===== config.mk =====
export PLATFORM = sky130hd
export DESIGN_NAME = fft_stage_scheduler
export DESIGN_NICKNAME = d
export VERILOG_FILES = /design/src/rtl/fft_stage_scheduler.sv
export SDC_FILE = /design/constraint.sdc
export NUM_CORES = 1
export LEC_CHECK = 0
export CAP_MARGIN = 30
export CORE_MARGIN = 2
export CORE_UTILIZATION = 45
export CTS_BUF_LIST = sky130_fd_sc_hd__clkbuf_16
export CTS_CLUSTER_SIZE = 28
export DETAILED_ROUTE_END_ITERATION = 6
export DONT_BUFFER_PORTS = 1
export GPL_TIMING_DRIVEN = 0
export PLACE_DENSITY = 0.59
export SLEW_MARGIN = 20
export SYNTH_ARGS = -nofsm -noshare
export SYNTH_HDL_FRONTEND = slang
export SYNTH_SLANG_ARGS = --single-unit

===== constraint.sdc =====
create_clock -name clk -period 5.55 [get_ports clk]
set_input_delay 0 -clock clk [delete_from_list [all_inputs] [get_ports clk]]
set_output_delay 0 -clock clk [all_outputs]
set_load 0.005 [all_outputs]

===== src/rtl/fft_stage_scheduler.sv =====
// fft_stage_scheduler: walks a radix-2 DIF FFT stage by stage, issuing
// butterflies with a bounded in-flight count and draining between stages.
module fft_stage_scheduler #(
  parameter int LOG2_N          = 9,
  parameter int MAX_OUTSTANDING = 8,
  parameter int STAGE_W         = 4
) (
  input  logic               clk,
  input  logic               reset,
  input  logic               start,
  output logic               busy,
  output logic               done,
  output logic [STAGE_W-1:0] stage,
  output logic               bf_iact,
  output logic [1:0]         bf_ictrl,
  output logic [LOG2_N-1:0]  addr_a,
  output logic [LOG2_N-1:0]  addr_b,
  output logic [LOG2_N-2:0]  tw_addr,
  input  logic               bf_oact,
  output logic               err
);

  typedef enum logic [1:0] {
    IDLE,
    RUN,
    DRAIN,
    DONE
  } state_t;

  localparam logic [LOG2_N-2:0]  K_LAST  = '1;
  localparam logic [LOG2_N-2:0]  K_ONE   = (LOG2_N-1)'(1);
  localparam logic [LOG2_N-1:0]  A_ONE   = LOG2_N'(1);
  localparam logic [STAGE_W-1:0] S_LAST  = STAGE_W'(LOG2_N-1);
  localparam logic [STAGE_W-1:0] S_ONE   = STAGE_W'(1);
  localparam logic [3:0]         OUT_MAX = 4'(MAX_OUTSTANDING);

  state_t             state_q, state_d;
  logic [STAGE_W-1:0] stage_q, stage_d;
  logic [LOG2_N-2:0]  k_q, k_d;
  logic [3:0]         out_q, out_d;
  logic               busy_q, busy_d;
  logic               done_q, done_d;
  logic               iact_q, iact_d;
  logic               err_q, err_d;
  logic [1:0]         ictrl_q, ictrl_d;
  logic [LOG2_N-1:0]  a_q, a_d;
  logic [LOG2_N-1:0]  b_q, b_d;
  logic [LOG2_N-2:0]  tw_q, tw_d;

  logic [LOG2_N-2:0]  mask;
  logic [LOG2_N-2:0]  j;
  logic [LOG2_N-1:0]  span;
  logic [LOG2_N-1:0]  a_nxt;
  logic [LOG2_N-1:0]  b_nxt;
  logic [LOG2_N-2:0]  tw_nxt;
  logic               active;
  logic               issue;
  logic               dec;

  // mask = span-1; at stage 0 the shift overflows and wraps to all ones
  always_comb begin
    mask   = (K_ONE << (S_LAST - stage_q)) - K_ONE;
    j      = k_q & mask;
    span   = {1'b0, mask} + A_ONE;
    a_nxt  = {k_q & ~mask, 1'b0} | {1'b0, j};
    b_nxt  = a_nxt + span;
    tw_nxt = j << stage_q;
  end

  always_comb begin
    state_d = state_q;
    stage_d = stage_q;
    k_d     = k_q;
    busy_d  = busy_q;
    done_d  = 1'b0;
    iact_d  = 1'b0;
    err_d   = err_q;
    ictrl_d = ictrl_q;
    a_d     = a_q;
    b_d     = b_q;
    tw_d    = tw_q;
    active  = (state_q == RUN) || (state_q == DRAIN);
    issue   = (state_q == RUN) && (out_q < OUT_MAX);
    dec     = active && bf_oact && (out_q != 4'd0);
    if (active && bf_oact && (out_q == 4'd0)) begin
      err_d = 1'b1;
    end
    out_d = out_q + {3'b000, issue} - {3'b000, dec};
    unique case (state_q)
      IDLE: begin
        if (start) begin
          state_d = RUN;
          stage_d = '0;
          k_d     = '0;
          busy_d  = 1'b1;
          err_d   = 1'b0;
        end
      end
      RUN: begin
        if (issue) begin
          iact_d  = 1'b1;
          a_d     = a_nxt;
          b_d     = b_nxt;
          tw_d    = tw_nxt;
          ictrl_d = {stage_q == S_LAST, stage_q[0]};
          k_d     = k_q + K_ONE;
          if (k_q == K_LAST) begin
            state_d = DRAIN;
          end
        end
      end
      DRAIN: begin
        if (out_d == 4'd0) begin
          if (stage_q == S_LAST) begin
            state_d = DONE;
            done_d  = 1'b1;
          end else begin
            state_d = RUN;
            stage_d = stage_q + S_ONE;
            k_d     = '0;
          end
        end
      end
      DONE: begin
        state_d = IDLE;
        busy_d  = 1'b0;
      end
      default: state_d = IDLE;
    endcase
  end

  always_ff @(posedge clk or negedge reset) begin
    if (!reset) begin
      state_q <= IDLE;
      stage_q <= '0;
      k_q     <= '0;
      out_q   <= '0;
      busy_q  <= 1'b0;
      done_q  <= 1'b0;
      iact_q  <= 1'b0;
      err_q   <= 1'b0;
      ictrl_q <= '0;
      a_q     <= '0;
      b_q     <= '0;
      tw_q    <= '0;
    end else begin
      state_q <= state_d;
      stage_q <= stage_d;
      k_q     <= k_d;
      out_q   <= out_d;
      busy_q  <= busy_d;
      done_q  <= done_d;
      iact_q  <= iact_d;
      err_q   <= err_d;
      ictrl_q <= ictrl_d;
      a_q     <= a_d;
      b_q     <= b_d;
      tw_q    <= tw_d;
    end
  end

  assign busy     = busy_q;
  assign done     = done_q;
  assign stage    = stage_q;
  assign bf_iact  = iact_q;
  assign bf_ictrl = ictrl_q;
  assign addr_a   = a_q;
  assign addr_b   = b_q;
  assign tw_addr  = tw_q;
  assign err      = err_q;

endmodule


==> results of run 1 <==
==> cell type report <==
type | count | area [µm²]
fillers | 707 | 3528
multi-input cells | 292 | 1944
flip-flops and latches | 50 | 1251
clock buffers | 5 | 125.1
well taps | 99 | 123.9
inverters | 26 | 101.3
plain buffers | 19 | 83.83
repair buffers | 4 | 57.56
clock inverters | 3 | 37.54
==> cell families (layout without fill, tap and decap cells) <==
family	after synthesis	after routing	share of synthesized area
DFF	50	50	0.3701
AOI/OAI and AO/OA	100	100	0.2113
buffers and inverters	46	57	0.05477
xor gates and xnor gates	12	12	0.03109
and+or+nand+nor	150	150	0.2176
muxes	6	6	0.02184
adders and majority gates	24	24	0.09326
==> timing repair <==
action                     4_1_cts  5_1_grt
hold buffers                     4        0
gates resized for setup          0        1
setup endpoints to repair        0        3
hold endpoints to repair        54        0
==> synth_stat cells, drive strengths merged (2+ instances only) <==
cell type  instances
a2bb2oi            2
ha                22
o22ai              2
xor2               5
nor2              25
mux2i              4
xnor2              7
nand2             61
nand4              6
fa                 2
and3               5
a22o               3
o211ai             5
o21ai             29
nand2b             5
a21oi             18
a31o               2
nor2b              6
nand3             15
buf               12
dfrtp             50
a211oi             2
or3                5
nor3               8
and2               5
clkbuf             8
inv               26
o31ai             12
a31oi             11
==> per-stage QoR <==
step	total power (W)	std cells	worst slack, ns	hold slack [ns]
floorplan	0.001914	388	1.119	-0.2956
global placement	0.002249	487	0.2228	-0.2944
detailed placement	0.002277	487	0.2422	-0.2941
CTS	0.002647	499	0.1830	0.2500
global route	0.002878	498	0.02954	0.2651
finish	0.002633	498	0.4607	0.2378
==> path summary, 6_finish.rpt <==
| kind | startpoint | to | slack [ns] |
|---|---|---|---|
| max reg2reg | stage[0] | addr_b[6] | 0.46 |
| min | reset | tw_addr[5] | 0.24 |
| max | stage[0] | addr_b[6] | 0.46 |
| min reg2reg | addr_a[3] | addr_a[3] | 0.50 |
| min in group clk | bf_oact | out_q[0] | 0.27 |
| max in group asynchronous | reset | addr_a[6] | 5.09 |
==> routing by layer <==
metal  global-route usage  wire (µm)  up-vias
met3              0.03673        413        7
met5                    0          0        -
met1               0.2747       3770     1328
met2               0.3483       3973       62
li1                     -          -     1395
met4              0.05897        123        0
==> registers in the layout, summed over array words and instances, names as in the netlist <==
register,cells
addr_a,9
addr_b,9
k_q,8
tw_addr,8
out_q,4
stage,4
bf_ictrl,2
state_q,2
bf_iact,1
busy,1
done,1
err,1
==> critical path: stages, from the launching register on <==
cell and delay (ns):
dfrtp_1 0.49, buf_2 0.29, clkinvlp_4 0.32, ha_1 0.34, nor2b_1 0.15, a32o_1 0.30, buf_2 0.21, nand2_1 0.16
ha_1 0.33, inv_1 0.22, nand3_1 0.10, or2b_2 0.34, o21ai_0 0.29, ha_1 0.32, a21oi_1 0.18, nand2b_1 0.13
and4b_4 0.27, o21ai_0 0.11, a211oi_1 0.26, a31oi_1 0.12
==> power groups by stage <==
| stage | Combinational (W) | Clock (W) | Sequential, W |
|---|---|---|---|
| after floorplan | 0.00134 | 0 | 0.000573 |
| after detailed placement | 0.00167 | 0 | 0.000606 |
| final | 0.00170 | 0.000342 | 0.000596 |
| after global placement | 0.00165 | 0 | 0.000601 |
| after CTS | 0.00170 | 0.000350 | 0.000598 |
| after global routing | 0.00190 | 0.000366 | 0.000611 |
==> results.sh, run 1 <==
export IMPL_remaining_drc_errors=0
export IMPL_fin_crit_ns=5.089
export IMPL_grt_ovfl_total=0
export IMPL_ioPinCount=40
export IMPL_leakagePower_nw=1.646
export IMPL_core_area_um2=7253
export IMPL_crit_type="reg2reg"
export IMPL_drive_gt1_frac=0.09524
export IMPL_post_cts_setup_buffer_count=0
export IMPL_p_clk_frac=0.130
export IMPL_grt_first_pass_wirelength_um=13700
export IMPL_seqPwrFrac=0.226
export IMPL_drv_cap=0
export IMPL_gp_congestion=0.9135
export IMPL_ff2ff_path_depth=19
export IMPL_outcome="finished, final reports clean"
export IMPL_synth_top_cells_by_area="dfrtp_1 37%, ha_1 8.1%, nand2_1 6.7%"
export IMPL_cp_max_fo=16
export IMPL_cts_path_max_buffers=2
export IMPL_die_h_um=90.68
export IMPL_antenna_cells=0
export IMPL_grt_pass1_vias=2667
export IMPL_internal_power_w=0.001359
export IMPL_synth_top_area_frac=0.3701
export IMPL_drtAntennaViolNets=0
export IMPL_p_sw_frac=0.4839
export IMPL_htreeDepth=2
export IMPL_synth_cell_types=66
export IMPL_die_area_um2=8222
export IMPL_die_x_um=90.68
export IMPL_placed_area_um2=3505
export IMPL_startpoint_type="flop"
export IMPL_numPortBuffers=0
export IMPL_synth_avg_cell_area_um2=8.713
export IMPL_ys_async_sr_fraction=1.000
export IMPL_finalHoldViolCount=0
export IMPL_slew_limit_headroom=0.5816
export IMPL_power_switching_w=0.001274
export IMPL_cts_made_buffers=5
export IMPL_totalNegativeSetupSlack_ns=0
export IMPL_worstPathRequired_ns=5.69
export IMPL_synth_edf_count=0
export IMPL_setup_viol=0
export IMPL_worstMarginPinSlew_ns=0.6227
export IMPL_wl_um=8280
export IMPL_finalMaxSlewViolations=0
export IMPL_syn_to_final_growth_pct=10.18
export IMPL_antenna_found_initial=0
export IMPL_drtPass1Iterations=4
export IMPL_rsz0062_at_grt="false"
export IMPL_final_common_cell="nand2_1"
export IMPL_p_comb_frac=0.644
export IMPL_nets=426
export IMPL_powerDensity_nw_per_um2=706.8
export IMPL_grt_max_degree=51
export IMPL_finClkSkew_ns=0.004620
export IMPL_path_clk_slew_ns=0.07
export IMPL_start_util=0.4661
export IMPL_wl_per_cell_um=16.63
export IMPL_ys_warn_count=0
export IMPL_cts_num_sinks=50
export IMPL_critical_path_arrival_ns=5.23
export IMPL_worst_ir_drop_vdd_mv=0.3113
export IMPL_rows=31
export IMPL_final_cell_mix="60 x nand2_1, 50 x dfrtp_1, 26 x inv_1"
export IMPL_clkLatencyLatePin_ns=0.29
export IMPL_hpwl_um=6115
export IMPL_final_area_um2=3725
export IMPL_vias=2792
export IMPL_synth_ff_type="dfrtp_1"
export IMPL_finish_utilization=0.5135
export IMPL_min_period_over_period=0.9170
export IMPL_synthCells=388
export IMPL_cts_tree="done"
export IMPL_synth_seq_area_share=0.3701
export IMPL_syn_area_um2=3381
export IMPL_grt_usage=0.2075
export IMPL_hold_path_class="in2async"
export IMPL_initialDrtViolationCount=210
export IMPL_synth_top_area_cell="dfrtp_1"
export IMPL_via_per_inst=5.606
export IMPL_ys_ff_latch=50
export IMPL_root_buffer="clkbuf_16"
export IMPL_syn_num_nets=416
export IMPL_fmax_mhz=196.5
export IMPL_end_kind="flop"
Power figures use the tool's default switching activity.
==> run 2, diff against run 1 <==
CELL_PAD_IN_SITES_DETAIL_PLACEMENT = 2   (was unset)
CELL_PAD_IN_SITES_GLOBAL_PLACEMENT = 2   (was unset)
CORE_UTILIZATION = 39   (was 45)
PLACE_DENSITY = 0.79   (was 0.59)
==> run 2 against run 1 <==
  * First-iteration DRC count shrank 58%
  * Worst setup slack better by 0.016 ns
  * Largest power group unchanged
  * Worst hold slack got worse by 0.016 ns
  * Highest routed layer unchanged
==> results.sh, run 2 (synthesized netlist as in run 1, its figures left out) <==
export IMPL_initialDrtViolationCount=88
export IMPL_placed_area_um2=3512
export IMPL_worstPathRequired_ns=5.69
export IMPL_grt_pass1_vias=3364
export IMPL_rsz0062_at_grt="false"
export IMPL_remaining_drc_errors=0
export IMPL_worst_ir_drop_vdd_mv=0.3091
export IMPL_finClkSkew_ns=0.003963
export IMPL_cts_tree="done"
export IMPL_finalHoldViolCount=0
export IMPL_ioPinCount=40
export IMPL_worstMarginPinSlew_ns=0.7579
export IMPL_startpoint_type="flop"
export IMPL_clkLatencyLatePin_ns=0.29
export IMPL_drtPass1Iterations=4
export IMPL_wl_per_cell_um=21.17
export IMPL_end_kind="flop"
export IMPL_ff2ff_path_depth=19
export IMPL_numPortBuffers=0
export IMPL_leakagePower_nw=1.643
export IMPL_wl_um=10730
export IMPL_cp_slowest_cell="dfrtp_1"
export IMPL_vias=2998
export IMPL_drv_cap=0
export IMPL_antenna_cells=0
export IMPL_antenna_found_initial=0
export IMPL_drive_gt1_frac=0.1070
export IMPL_setup_worst_path_end="addr_b[6]"
export IMPL_min_period_over_period=0.9142
export IMPL_fmax_mhz=197.1
export IMPL_core_area_um2=8299
export IMPL_critical_path_top_delay_family="compound AO/OA/AOI/OAI gates"
export IMPL_die_h_um=97.11
export IMPL_drtAntennaViolNets=0
export IMPL_rr_startpoint="stage[1]"
export IMPL_cp_max_fo=10
export IMPL_totalNegativeSetupSlack_ns=0
export IMPL_grt_max_degree=51
export IMPL_die_x_um=97.11
export IMPL_nets=429
export IMPL_rows=33
export IMPL_worst_path_buf_inv=4
export IMPL_crit_type="reg2reg"
export IMPL_crit_top_cell="ha_1"
export IMPL_hold_path_class="in2async"
export IMPL_hpwl_um=7985
export IMPL_critical_path_arrival_ns=5.21
export IMPL_cts_path_max_buffers=2
export IMPL_critPathMaxStageDelay_ns=0.47
export IMPL_powerDensity_nw_per_um2=730.2
export IMPL_r2r_end="addr_b[6]"
export IMPL_start_util=0.4074
export IMPL_setup_viol=0
export IMPL_gp_congestion=0.8236
export IMPL_via_per_inst=5.913
export IMPL_slew_limit_headroom=0.4947
export IMPL_root_buffer="clkbuf_16"
export IMPL_fillers=936
export IMPL_final_cell_mix="60 x nand2_1, 50 x dfrtp_1, 25 x o21ai_0"
export IMPL_htreeDepth=2
export IMPL_final_common_cell="nand2_1"
export IMPL_cts_made_buffers=5
export IMPL_crit_path_start="stage[1]"
export IMPL_fin_crit_ns=5.074
export IMPL_cts_num_sinks=50
export IMPL_final_area_um2=3735
export IMPL_path_clk_slew_ns=0.07
export IMPL_crit_chain="buf_4, inv_2, ha_1, nor2b_1, a32o_1, buf_2, nand2_1, ha_1, inv_1, a21oi_2, or2b_2, o21ai_0, ha_1, a21oi_1, nand2b_1, and4b_4, o21ai_0, a211oi_1, a31oi_1"
export IMPL_reg2reg_slack_ns=0.48
export IMPL_outcome="finished, final reports clean"
export IMPL_cp_num_cells=19
export IMPL_finalMaxSlewViolations=0
export IMPL_syn_to_final_growth_pct=10.47
export IMPL_grt_ovfl_total=0
export IMPL_grt_usage=0.2373
export IMPL_grt_first_pass_wirelength_um=17960
export IMPL_die_area_um2=9429
==> run 2: cell count changes in the layout (fill, tap and decap cells not counted) <==
cell and change:
bufinv_16 -1, clkinv_1 +1, inv_1 -2, clkbuf_2 +1, clkinv_2 +1, clkinvlp_4 +1
buf_1 -1, buf_4 +3
==> run 2: where the power goes <==
group	internal (W)	switching [W]
Combinational	0.000680	0.00114
Sequential	0.000486	0.000117
Clock	0.000165	0.000142
Total	0.00133	0.00140
==> run 2: worst min-delay path by stage <==
stage	endpoint	slack, ns
after floorplan	addr_a[0]	-0.30
final	tw_addr[0]	0.22
after CTS	addr_a[0]	0.22
after detailed placement	addr_a[0]	-0.29
after global placement	bf_ictrl[0]	-0.29
after global routing	addr_b[0]	0.25
==> run 2: repair_timing <==
action / CTS / global route
hold buffers: 4 / 0
endpoints found under the setup margin: 1 / 4
buffers inserted: 0 / 3
endpoints found under the hold margin: 54 / 0
gates resized for setup: 0 / 2
==> run 2: layout make-up <==
class / instances / area, µm² / area share
multi-input cells: 292 / 1944 / 0.5206
clock buffers: 5 / 125.1 / 0.03350
plain buffers: 19 / 85.08 / 0.02278
flip-flops and latches: 50 / 1251 / 0.3350
inverters: 26 / 101.3 / 0.02714
repair buffers: 7 / 80.08 / 0.02144
well taps: 105 / 131.4 / 0.03518
clock inverters: 3 / 16.27 / 0.004355
==> run 2: per-stage QoR <==
stage | hold WS [ns] | utilization | power, W | setup WS (ns) | instances
2_1_floorplan | -0.2956 | - | 0.001914 | 1.119 | 388
3_3_place_gp | -0.2942 | 0.4232 | 0.002281 | 0.1013 | 493
3_5_place_dp | -0.2944 | 0.4232 | 0.002385 | 0.01829 | 493
4_1_cts | 0.2220 | 0.4467 | 0.002738 | 0.2221 | 504
5_1_grt | 0.2489 | 0.4500 | 0.002987 | 0.05529 | 507
6_report | 0.2218 | 0.4500 | 0.002727 | 0.4764 | 507
==> run 2: worst reg2reg max path: stages (launching register included) <==
cell and delay [ns]:
dfrtp_1 0.47, buf_4 0.21, inv_2 0.19, ha_1 0.26
nor2b_1 0.25, a32o_1 0.32, buf_2 0.27, nand2_1 0.17
ha_1 0.32, inv_1 0.30, a21oi_2 0.09, or2b_2 0.35
o21ai_0 0.29, ha_1 0.32, a21oi_1 0.19, nand2b_1 0.13
and4b_4 0.28, o21ai_0 0.12, a211oi_1 0.27, a31oi_1 0.12
==> run 2: layer usage <==
metal	GRT usage	routed length, µm	share of wire
met1	0.3000	4712	0.44
met2	0.4263	5604	0.52
met3	0.03094	253	0.024
met4	0.06284	161	0.015
met5	0	0	0
==> run 3, diff against run 2 <==
CORE_UTILIZATION = 35   (was 39)
PLACE_DENSITY = 0.75   (was 0.79)
clock period = 4.3 ns   (was 5.55 ns; I/O delays follow)
==> run 3 against run 2 <==
  * Routed wire length is 1.8% higher
  * Final cell count is 5.7% higher
  * Flip-flop and latch count stayed put
  * Register-to-register slack worse by 0.29 ns
  * Worst hold slack better by 0.027 ns
  * Sequential share of layout area is 2.0 points lower
  * Global-route usage is 2.0 points lower
  * Largest cell class unchanged
  * Fmax is 23% higher
==> results.sh, run 3 (synthesized netlist as in run 1, its figures left out) <==
export IMPL_rows=35
export IMPL_nets=434
export IMPL_drive_gt1_frac=0.1695
export IMPL_critical_path_top_delay_family="simple AND/OR/NAND/NOR gates"
export IMPL_powerDensity_nw_per_um2=985.6
export IMPL_reg2reg_slack_ns=0.19
export IMPL_die_area_um2=10460
export IMPL_fmax_mhz=243.4
export IMPL_grt_usage=0.2172
export IMPL_finalHoldViolCount=0
export IMPL_grt_max_degree=51
export IMPL_core_area_um2=9328
export IMPL_grt_first_pass_wirelength_um=17550
export IMPL_outcome="finished, final reports clean"
export IMPL_placed_area_um2=3543
export IMPL_drtAntennaViolNets=0
export IMPL_setup_viol=0
export IMPL_wl_um=10920
export IMPL_crit_type="reg2reg"
export IMPL_cts_num_sinks=50
export IMPL_cp_max_fo=12
export IMPL_syn_to_final_growth_pct=17.54
export IMPL_drtPass1Iterations=4
export IMPL_final_common_cell="nand2_1"
export IMPL_via_per_inst=5.659
export IMPL_htreeDepth=2
export IMPL_clkLatencyLatePin_ns=0.30
export IMPL_path_clk_slew_ns=0.08
export IMPL_drv_cap=0
export IMPL_ioPinCount=40
export IMPL_start_util=0.3624
export IMPL_setup_ws_ns=0.1907
export IMPL_die_h_um=102.3
export IMPL_finish_utilization=0.4260
export IMPL_worstPathRequired_ns=4.44
export IMPL_critPathMaxStageDelay_ns=0.45
export IMPL_gp_congestion=0.7752
export IMPL_rsz0062_at_grt="true"
export IMPL_cts_path_max_buffers=2
export IMPL_min_period_over_period=0.9556
export IMPL_leakagePower_nw=1.732
export IMPL_antenna_found_initial=0
export IMPL_remaining_drc_errors=0
export IMPL_finClkSkew_ns=0.008747
export IMPL_cp_slowest_cell="dfrtp_2"
export IMPL_cts_tree="done"
export IMPL_crit_chain="buf_6, inv_4, buf_12, ha_4, nor2b_2, a32o_2, buf_6, nand2_2, ha_4, xor2_1, nand4_1, o21ai_2, nand2_1, nand2_1, ha_1, and3_1, o211ai_1, and4b_4, o21ai_0, a211oi_2, a31oi_1"
export IMPL_finalMaxSlewViolations=0
export IMPL_place_ws_ns=-0.9731
export IMPL_final_cell_mix="57 x nand2_1, 48 x dfrtp_1, 24 x o21ai_0, 24 x nor2_1, 23 x inv_1"
export IMPL_grt_ovfl_total=0
export IMPL_grt_pass1_vias=3300
export IMPL_numPortBuffers=0
export IMPL_hpwl_um=7586
export IMPL_worstMarginPinSlew_ns=0.8172
export IMPL_hold_path_class="in2async"
export IMPL_end_kind="flop"
export IMPL_place_inst=517
export IMPL_die_x_um=102.3
export IMPL_worst_path_buf_inv=4
export IMPL_initialDrtViolationCount=104
export IMPL_final_area_um2=3974
export IMPL_vias=3033
export IMPL_wl_per_cell_um=20.38
export IMPL_fin_worst_hold_slack_ns=0.2485
export IMPL_startpoint_type="flop"
export IMPL_fin_crit_ns=4.109
export IMPL_cts_made_buffers=5
export IMPL_slew_limit_headroom=0.4510
export IMPL_antenna_cells=0
export IMPL_worst_ir_drop_vdd_mv=0.3098
export IMPL_root_buffer="clkbuf_16"
export IMPL_final_cells=536
export IMPL_critical_path_arrival_ns=4.25
run 3: cell count changes in the layout (fill, tap and decap cells not counted), moves of 3 or more:
cell	before	now
nand2_1	60	57
buf_4	4	11
ha_1	22	19
ha_4	0	3
clkbuf_1	7	4
run 3: cell type report:
type	instances	area, µm²
repair buffers	13	125.1
plain buffers	18	116.4
inverters	26	107.6
multi-input cells	292	2041
clock buffers	5	125.1
flip-flops and latches	50	1254
well taps	129	161.4
clock inverters	3	43.79
fillers	1043	5354
run 3: layer usage:
| metal | global-route usage | vias to the layer above | wire, µm | share of wire |
|---|---|---|---|---|
| met3 | 0.02599 | 12 | 229 | 0.021 |
| met5 | 0 | - | 0 | 0 |
| met1 | 0.2780 | 1555 | 4740 | 0.43 |
| met4 | 0.04205 | 0 | 155 | 0.014 |
| met2 | 0.3952 | 51 | 5796 | 0.53 |
| li1 | - | 1415 | - | - |
run 3: where the power goes:
group,internal (W),switching (W)
Combinational,0.00110,0.00157
Clock,0.000276,0.000192
Sequential,0.000628,0.000150
Total,0.00200,0.00191
run 3: repair_timing:
item,CTS,global route
endpoints found under the hold margin,53,0
hold buffers,4,0
pin swaps,5,6
gates resized for setup,25,17
endpoints found under the setup margin,24,12
buffers inserted,4,5
run 3: path summary, 6_finish.rpt:
| path | start | endpoint | cells past startpoint |
|---|---|---|---|
| max | stage[0] | addr_b[6] | 21 |
| min | reset | addr_a[0] | 2 |
| max reg2reg | stage[0] | addr_b[6] | 21 |
| min reg2reg | addr_a[3] | addr_a[3] | 2 |
| max in group asynchronous | reset | stage[1] | 2 |
| min in group clk | bf_oact | out_q[0] | 5 |
run 3: metrics by stage:
step | power, W | setup TNS (ns)
after global routing | 0.004264 | -0.07501
after CTS | 0.003780 | -0.005421
after detailed placement | 0.003066 | -11.67
final | 0.003916 | 0
after floorplan | 0.002471 | 0
after global placement | 0.002964 | -8.719
